File: config.mk
export PLATFORM = sky130hd
export DESIGN_NAME = io_mmio_dev
export DESIGN_NICKNAME = d
export VERILOG_FILES = /design/src/rtl/io_mmio_dev.sv
export SDC_FILE = /design/constraint.sdc
export NUM_CORES = 1
export LEC_CHECK = 0
export CAP_MARGIN = 40
export CELL_PAD_IN_SITES_DETAIL_PLACEMENT = 1
export CELL_PAD_IN_SITES_GLOBAL_PLACEMENT = 2
export CORE_AREA = 2 2 115 162
export DETAILED_ROUTE_END_ITERATION = 7
export DIE_AREA = 0 0 117 164
export DONT_BUFFER_PORTS = 1
export GPL_ROUTABILITY_DRIVEN = 0
export PLACE_DENSITY = 0.89
export RECOVER_POWER = 100
export SYNTH_ARGS = -nofsm -noshare
export SYNTH_HDL_FRONTEND = slang
export SYNTH_SLANG_ARGS = --single-unit
File: constraint.sdc
create_clock -name clk -period 2.98 [get_ports clk]
set_input_delay 0.596 -clock clk [delete_from_list [all_inputs] [get_ports clk]]
set_output_delay 0.596 -clock clk [all_outputs]
set_load 0.1 [all_outputs]
File: src/rtl/io_mmio_dev.sv
// ============================================================================
// io_mmio_dev: CPU-bus peripheral with LEDs, debounced switch capture and
// a scanned 8-digit hex display.                               Rev 1.0
// ============================================================================
`default_nettype none

module io_mmio_dev #(
  parameter int DB_CYCLES   = 1000000,
  parameter int SCAN_DIV    = 100000,
  parameter int HOLD_CYCLES = 8
) (
  input  logic        clk,
  input  logic        rstn,
  input  logic [7:0]  io_addr,
  input  logic [31:0] io_dout,
  input  logic        io_we,
  input  logic        io_rd,
  output logic [31:0] io_din,
  input  logic [15:0] sw,
  input  logic        btn,
  output logic [15:0] led,
  output logic [2:0]  seg_an,
  output logic [3:0]  seg_data
);

  localparam int DB_W   = $clog2(DB_CYCLES + 1);
  localparam int SCAN_W = $clog2(SCAN_DIV + 1);
  localparam int HOLD_W = $clog2(HOLD_CYCLES + 1);

  localparam logic [7:0] A_LED  = 8'h00;
  localparam logic [7:0] A_IRDY = 8'h04;
  localparam logic [7:0] A_IDAT = 8'h08;
  localparam logic [7:0] A_ORDY = 8'h0C;
  localparam logic [7:0] A_DISP = 8'h10;
  localparam logic [7:0] A_SW   = 8'h14;

  logic              btn_s1_q, btn_s2_q;
  logic [15:0]       sw_s1_q, sw_s2_q;
  logic              db_level_q, db_level_d;
  logic [DB_W-1:0]   db_cnt_q, db_cnt_d;
  logic [15:0]       led_q, led_d;
  logic [15:0]       in_data_q, in_data_d;
  logic              in_ready_q, in_ready_d;
  logic [31:0]       disp_val_q, disp_val_d;
  logic              out_ready_q, out_ready_d;
  logic [HOLD_W-1:0] hold_cnt_q, hold_cnt_d;
  logic [SCAN_W-1:0] scan_cnt_q, scan_cnt_d;
  logic [2:0]        seg_an_q, seg_an_d;
  logic [3:0]        seg_data_q, seg_data_d;
  logic              press, rd_clr;

  always_comb begin
    db_level_d  = db_level_q;
    db_cnt_d    = '0;
    press       = 1'b0;
    led_d       = led_q;
    in_data_d   = in_data_q;
    in_ready_d  = in_ready_q;
    disp_val_d  = disp_val_q;
    out_ready_d = out_ready_q;
    hold_cnt_d  = hold_cnt_q;
    scan_cnt_d  = scan_cnt_q + SCAN_W'(1);
    seg_an_d    = seg_an_q;
    rd_clr      = io_rd && (io_addr == A_IDAT);

    if (btn_s2_q != db_level_q) begin
      if (db_cnt_q == DB_W'(DB_CYCLES - 1)) begin
        db_level_d = ~db_level_q;
        press      = ~db_level_q;
      end else begin
        db_cnt_d = db_cnt_q + DB_W'(1);
      end
    end

    // A press coinciding with the read-clear wins and refills the slot.
    if (press && (!in_ready_q || rd_clr)) begin
      in_data_d  = sw_s2_q;
      in_ready_d = 1'b1;
    end else if (rd_clr) begin
      in_ready_d = 1'b0;
    end

    if (io_we && (io_addr == A_LED)) led_d = io_dout[15:0];

    if (io_we && (io_addr == A_DISP) && out_ready_q) begin
      disp_val_d  = io_dout;
      out_ready_d = 1'b0;
      hold_cnt_d  = HOLD_W'(HOLD_CYCLES - 1);
    end else if (!out_ready_q) begin
      if (hold_cnt_q == '0) out_ready_d = 1'b1;
      else                  hold_cnt_d  = hold_cnt_q - HOLD_W'(1);
    end

    if (scan_cnt_q == SCAN_W'(SCAN_DIV - 1)) begin
      scan_cnt_d = '0;
      seg_an_d   = seg_an_q + 3'd1;
    end
    seg_data_d = disp_val_d[{seg_an_d, 2'b00} +: 4];
  end

  always_ff @(posedge clk) begin
    if (!rstn) begin
      btn_s1_q    <= 1'b0;
      btn_s2_q    <= 1'b0;
      sw_s1_q     <= '0;
      sw_s2_q     <= '0;
      db_level_q  <= 1'b0;
      db_cnt_q    <= '0;
      led_q       <= '0;
      in_data_q   <= '0;
      in_ready_q  <= 1'b0;
      disp_val_q  <= '0;
      out_ready_q <= 1'b1;
      hold_cnt_q  <= '0;
      scan_cnt_q  <= '0;
      seg_an_q    <= '0;
      seg_data_q  <= '0;
    end else begin
      btn_s1_q    <= btn;
      btn_s2_q    <= btn_s1_q;
      sw_s1_q     <= sw;
      sw_s2_q     <= sw_s1_q;
      db_level_q  <= db_level_d;
      db_cnt_q    <= db_cnt_d;
      led_q       <= led_d;
      in_data_q   <= in_data_d;
      in_ready_q  <= in_ready_d;
      disp_val_q  <= disp_val_d;
      out_ready_q <= out_ready_d;
      hold_cnt_q  <= hold_cnt_d;
      scan_cnt_q  <= scan_cnt_d;
      seg_an_q    <= seg_an_d;
      seg_data_q  <= seg_data_d;
    end
  end

  always_comb begin
    io_din = '0;
    case (io_addr)
      A_LED:   io_din = {16'b0, led_q};
      A_IRDY:  io_din = {31'b0, in_ready_q};
      A_IDAT:  io_din = {16'b0, in_data_q};
      A_ORDY:  io_din = {31'b0, out_ready_q};
      A_DISP:  io_din = disp_val_q;
      A_SW:    io_din = {16'b0, sw_s2_q};
      default: io_din = '0;
    endcase
  end

  assign led      = led_q;
  assign seg_an   = seg_an_q;
  assign seg_data = seg_data_q;

endmodule

`default_nettype wire
## Yosys cells after proc, flatten, opt, wreduce, memory -nomap -nowiden

Cells that the tools add are included.

| word-level totals | value |
|---|---|
| output and inout port bits | 55 |
| register bits | 149 |
| logic and storage cells | 65 |
| input port bits | 61 |

| operators by class | value |
|---|---|
| muxes and demuxes | 13 |
| equality and inequality tests | 10 |
| shift operators | 1 |
| reduce and logical (&&, ||, !) cells | 16 |
| add/subtract/negate cells | 4 |
| bitwise logic cells | 5 |

Operators by type and width:

| cell | count |
|---|---|
| one-hot mux 32 bit (6 select lines) | 1 |
| 2-to-1 mux 32 bit | 1 |
| variable part select 32 x 6 -> 4 bit | 1 |
| adder 20 x 1 -> 20 bit, second input constant | 1 |
| == test 20 bit, second input constant | 1 |
| adder 17 x 1 -> 17 bit, second input constant | 1 |
| == test 17 bit, second input constant | 1 |
| == test 8 x 4 -> 1 bit, second input constant | 2 |
| == test 8 x 5 -> 1 bit, second input constant | 2 |
| 2-to-1 mux 3 bit | 4 |
| == test 8 x 3 -> 1 bit, second input constant | 1 |
| zero test 8 bit | 1 |
| 2-to-1 mux 1 bit | 7 |
| AND reduction 2 bit | 3 |
| logical AND 1 bit | 5 |
| NOT 1 bit | 5 |
| zero test 4 bit | 1 |
| OR reduction 2 bit | 2 |
| subtractor 4 x 1 -> 4 bit, second input constant | 1 |
| adder 3 x 1 -> 3 bit, second input constant | 1 |
| OR reduction 3 bit | 1 |
| inequality test 2 x 1 -> 1 bit, second input constant | 1 |
| inequality test 2 bit, second input constant | 1 |
| nonzero test 2 bit | 1 |
| other kinds (3) | 3 |

## Depth between registers and ports, before layout

| logic depth | value |
|---|---|
| word-level depth | 5 |
| gate-level depth with buffers | 9 |
| depth with buffers taken out | 7 |

## Least setup slack after synthesis

OpenSTA, ideal clock, no wires.

| timing | value |
|---|---|
| path kind | input to output |
| from | input port io_addr[3] |
| to | output port io_din[12] |
| cell stages on the path | 4 |
| arrival time | 3.543 ns |
| buffers on the path | 2 |
| slack | -1.159 ns |
| cells stage by stage | buf_2 -> clkbuf_1 -> mux2i_1 -> o21ai_0 |

| between the ends | value |
|---|---|
| word-level cells in the longest chain between the ends | 2 |
| elaborated cells between the ends (all ways) | 7 |
| classes of those cells | eq/ne (5); mux (1); reduce/logical (1) |

Ends and longest elaborated chain:

| item | RTL line | RTL |
|---|---|---|
| from (decl) | 14 | `input logic [7:0] io_addr,` |
| == test 8 x 5 -> 1 bit (tied with other cells) | 139 | `case (io_addr)` |
| one-hot mux 32 bit (6 select lines) (*) | 139 |  |
| to (decl) | 18 | `output logic [31:0] io_din,` |

Every way passes the cells marked *; elsewhere a longest branch is shown, timed or not.

## Final worst setup path

| timing | value |
|---|---|
| from | input port io_addr[1] |
| to | output port io_din[27] |

The elaborated chain is that of the path after synthesis.

==> flow_summary_export.csv <==
group,metric,value,unit
status,outcome,"finished clean",
setup_path,worstPathRequired,2.38,ns
global_routing,grt_pass1_vias,6112,
global_routing,globalRoute.totalOverflow,0,
setup_path,worstPathMaxFanout,32,
sta,slew_violations,0,
setup_path,path_class,"input port to output port",
global_routing,grt.total_usage,0.220,
clock_tree,clkSinkCount,149,
finish,drive_gt1_frac,0.159,
placed_design,io_buffers,0,
worst_hold_path,hp-class,"input port to flop",
floorplan,dieArea,19200,µm²
clock_tree,clockBufferDepth,2,
finish,fin_util,0.460,
finish,fillerInstances,2006,
synth,synth_seq_cells,149,
sta,setup_ws,0.104,ns
detailed_routing,dr_total_vias,5546,
synth,synth_edf_count,0,
setup_path,critPathLaunchType,"input port",
setup_path,crit_arrival,2.28,ns
synth,syn-cell-area,6790,µm²
synth,yosysWarnings,0,
detailed_routing,final_antenna_net_count,0,
clock_tree,root_buffer,"clkbuf_16",
power_and_ir_drop,power.density,492,nW/µm²
global_routing,grt_pass1_wl,32.0,mm
synth,synthCells,738,
placed_design,post-place-ws,0.228,ns
detailed_routing,wl_met2,11.2,mm
synth,ys_top_cells_by_area,"dfxtp_1 (44%), mux2i_1 (9.6%), and2_1 (4.7%)",
floorplan,start_util,0.382,
floorplan,io_pins,116,
detailed_routing,dr_wl_met3,1.05,mm
detailed_routing,drt-wirelength-per-cell,19.7,µm
detailed_routing,dr.max_layer_used,"met4",
finish,nets,843,
floorplan,core,17800,µm²
synth,synth-async-reset-ratio,0,
synth,synth_nets,803,
floorplan,row_count,58,
floorplan,die_h,164,µm
clock_tree,cts-resized-gates,0,
power_and_ir_drop,finalPower,4.03,mW
setup_path,end_kind,"output port",
sta,rsz0062_at_grt,"false",
sta,post-route-min-period,2.88,ns
synth,ys_seq_area_frac,0.440,
sta,fmax,348,MHz
synth,synth_top_cell_by_area,"dfxtp_1",
detailed_routing,drt_iter0_drc,248,
power_and_ir_drop,ir_worst_vdd,0.381,mV
floorplan,die_x,117,µm
detailed_routing,drc,0,
clock_tree,cts.clk_slew.worst_paths,0.06,ns
detailed_routing,wl,20.3,mm
synth,synth.distinct_cells,49,
sta,maxSlewHeadroom,0.0387,
sta,hold_viol,0,
clock_tree,cts_max_level,4,
synth,postSynthAreaPerCell,9.20,µm²
detailed_routing,vias_per_cell,5.38,
synth,yosysMostFrequentCell,"dfxtp_1",
global_routing,antenna_found_initial,0,
sta,skew,0.00816,ns
detailed_routing,drtPass1Iterations,4,
clock_tree,numCtsBuffers,17,
detailed_routing,wl_met1,7.26,mm
sta,setup_violations,0,
finish,final_cells,1031,
synth,synth_top_area_frac,0.440,
clock_tree,insertion_delay,0.42,ns
run,max_cap_viol_count,0,
placed_design,dp_hpwl,14.8,mm
power_and_ir_drop,power_leakage,3.16,nW
synth,synth_common_cells,"dfxtp_1 (149), nand2_1 (84), nor2_1 (79)",
global_routing,grt_start_max_net_pins,119,
clock_tree,cts_tree,"built",
clock_tree,cts_hold_buf,0,
finish,area_growth,20.6,%
sta,finalCritPeriodShare,0.965,
sta,worst_pin_slew,1.44,ns
placed_design,place_inst,999,
clock_tree,cts_setup_buffers,0,
synth,ys.flop_type,"dfxtp_1",
critical path, stage by stage:
cell      delay, ns
or4_1          0.57
nor3_1         0.35
buf_12         0.25
and2_2         0.17
clkbuf_4       0.32
report_power, final:
group	switching, mW	total, mW	leakage (nW)	internal (mW)
Clock	0.837	1.92	0.255	1.08
Combinational	0.0329	0.0771	1.70	0.0442
Sequential	0.0141	2.03	1.21	2.02
Total	0.884	4.03	3.16	3.14
path summary, 6_finish.rpt:
| kind | from | to | slack [ns] | depth (start not counted) |
|---|---|---|---|---|
| setup / recovery | io_addr[1] | io_din[27] | 0.10 | 5 |
| hold / removal | sw[12] | sw_s1_q[12]$_SDFF_PN0_ | 0.30 | 1 |
| setup reg to reg | seg_an[0]$_SDFF_PN0_ | seg_data[0]$_SDFF_PN0_ | 0.19 | 6 |
| hold reg to reg | sw_s1_q[1]$_SDFF_PN0_ | sw_s2_q[1]$_SDFF_PN0_ | 0.44 | 1 |
cells by family (layout without fill, tap and decap cells):
group	after synthesis	in the layout	share of synthesized area
AOI/OAI and AO/OA	93	93	0.0962
buffers and inverters	51	103	0.0356
adders and majority gates	4	4	0.00737
other	0	1	0
and+or+nand+nor	321	321	0.245
DFF	149	149	0.440
muxes	82	82	0.126
xor gates and xnor gates	38	38	0.0501
layer usage:
| metal | up-vias | track usage |
|---|---|---|
| met2 | 141 | 0.414 |
| met3 | 54 | 0.0554 |
| met5 | - | 0 |
| li1 | 2610 | - |
| met1 | 2741 | 0.219 |
| met4 | 0 | 0.107 |
cell usage in the layout (no fill, tap or decap), types with 6 or more instances in the layout:
master	count
dfxtp_1	149
nand2_1	84
nor2_1	79
mux2i_1	65
nor2b_1	37
a21boi_0	33
buf_12	23
xor2_1	20
and2_0	19
buf_4	19
clkbuf_1	18
xnor2_1	17
clkbuf_16	17
and2_2	16
nand3_1	16
and2_1	16
o211ai_1	16
a22oi_1	15
o21ai_2	15
nand4_1	11
mux2_2	8
mux2_1	8
inv_1	7
nor3_1	6
and3_1	6
metrics by stage:
step           setup TNS, ns  hold WS (ns)  instance area, µm²
2_1_floorplan          -2.97         0.412                6830
3_3_place_gp               0         0.415                7880
3_5_place_dp               0         0.423                7950
4_1_cts                    0         0.280                8470
5_1_grt                    0         0.289                8180
6_report                   0         0.305                8190
flip-flops by register name, summed over array words and instances (netlist names):
name,count
sw_s2_q,16
scan_cnt_q,17
btn_s2_q,1
db_level_q,1
led,16
db_cnt_q,20
hold_cnt_q,4
out_ready_q,1
in_data_q,16
seg_an,3
disp_val_q,32
in_ready_q,1
sw_s1_q,16
btn_s1_q,1
seg_data,4
cell type report:
class / instances / area (µm²) / share of cell area
clock inverters: 12 / 82.6 / 0.0101
clock buffers: 19 / 443 / 0.0541
well taps: 240 / 300 / 0.0367
inverters: 7 / 26.3 / 0.00321
flip-flops and latches: 149 / 2980 / 0.364
repair buffers: 65 / 704 / 0.0860
diodes: 1 / 2.50 / 0.000306
multi-input cells: 538 / 3640 / 0.445
(Power assumes the default switching activity.)
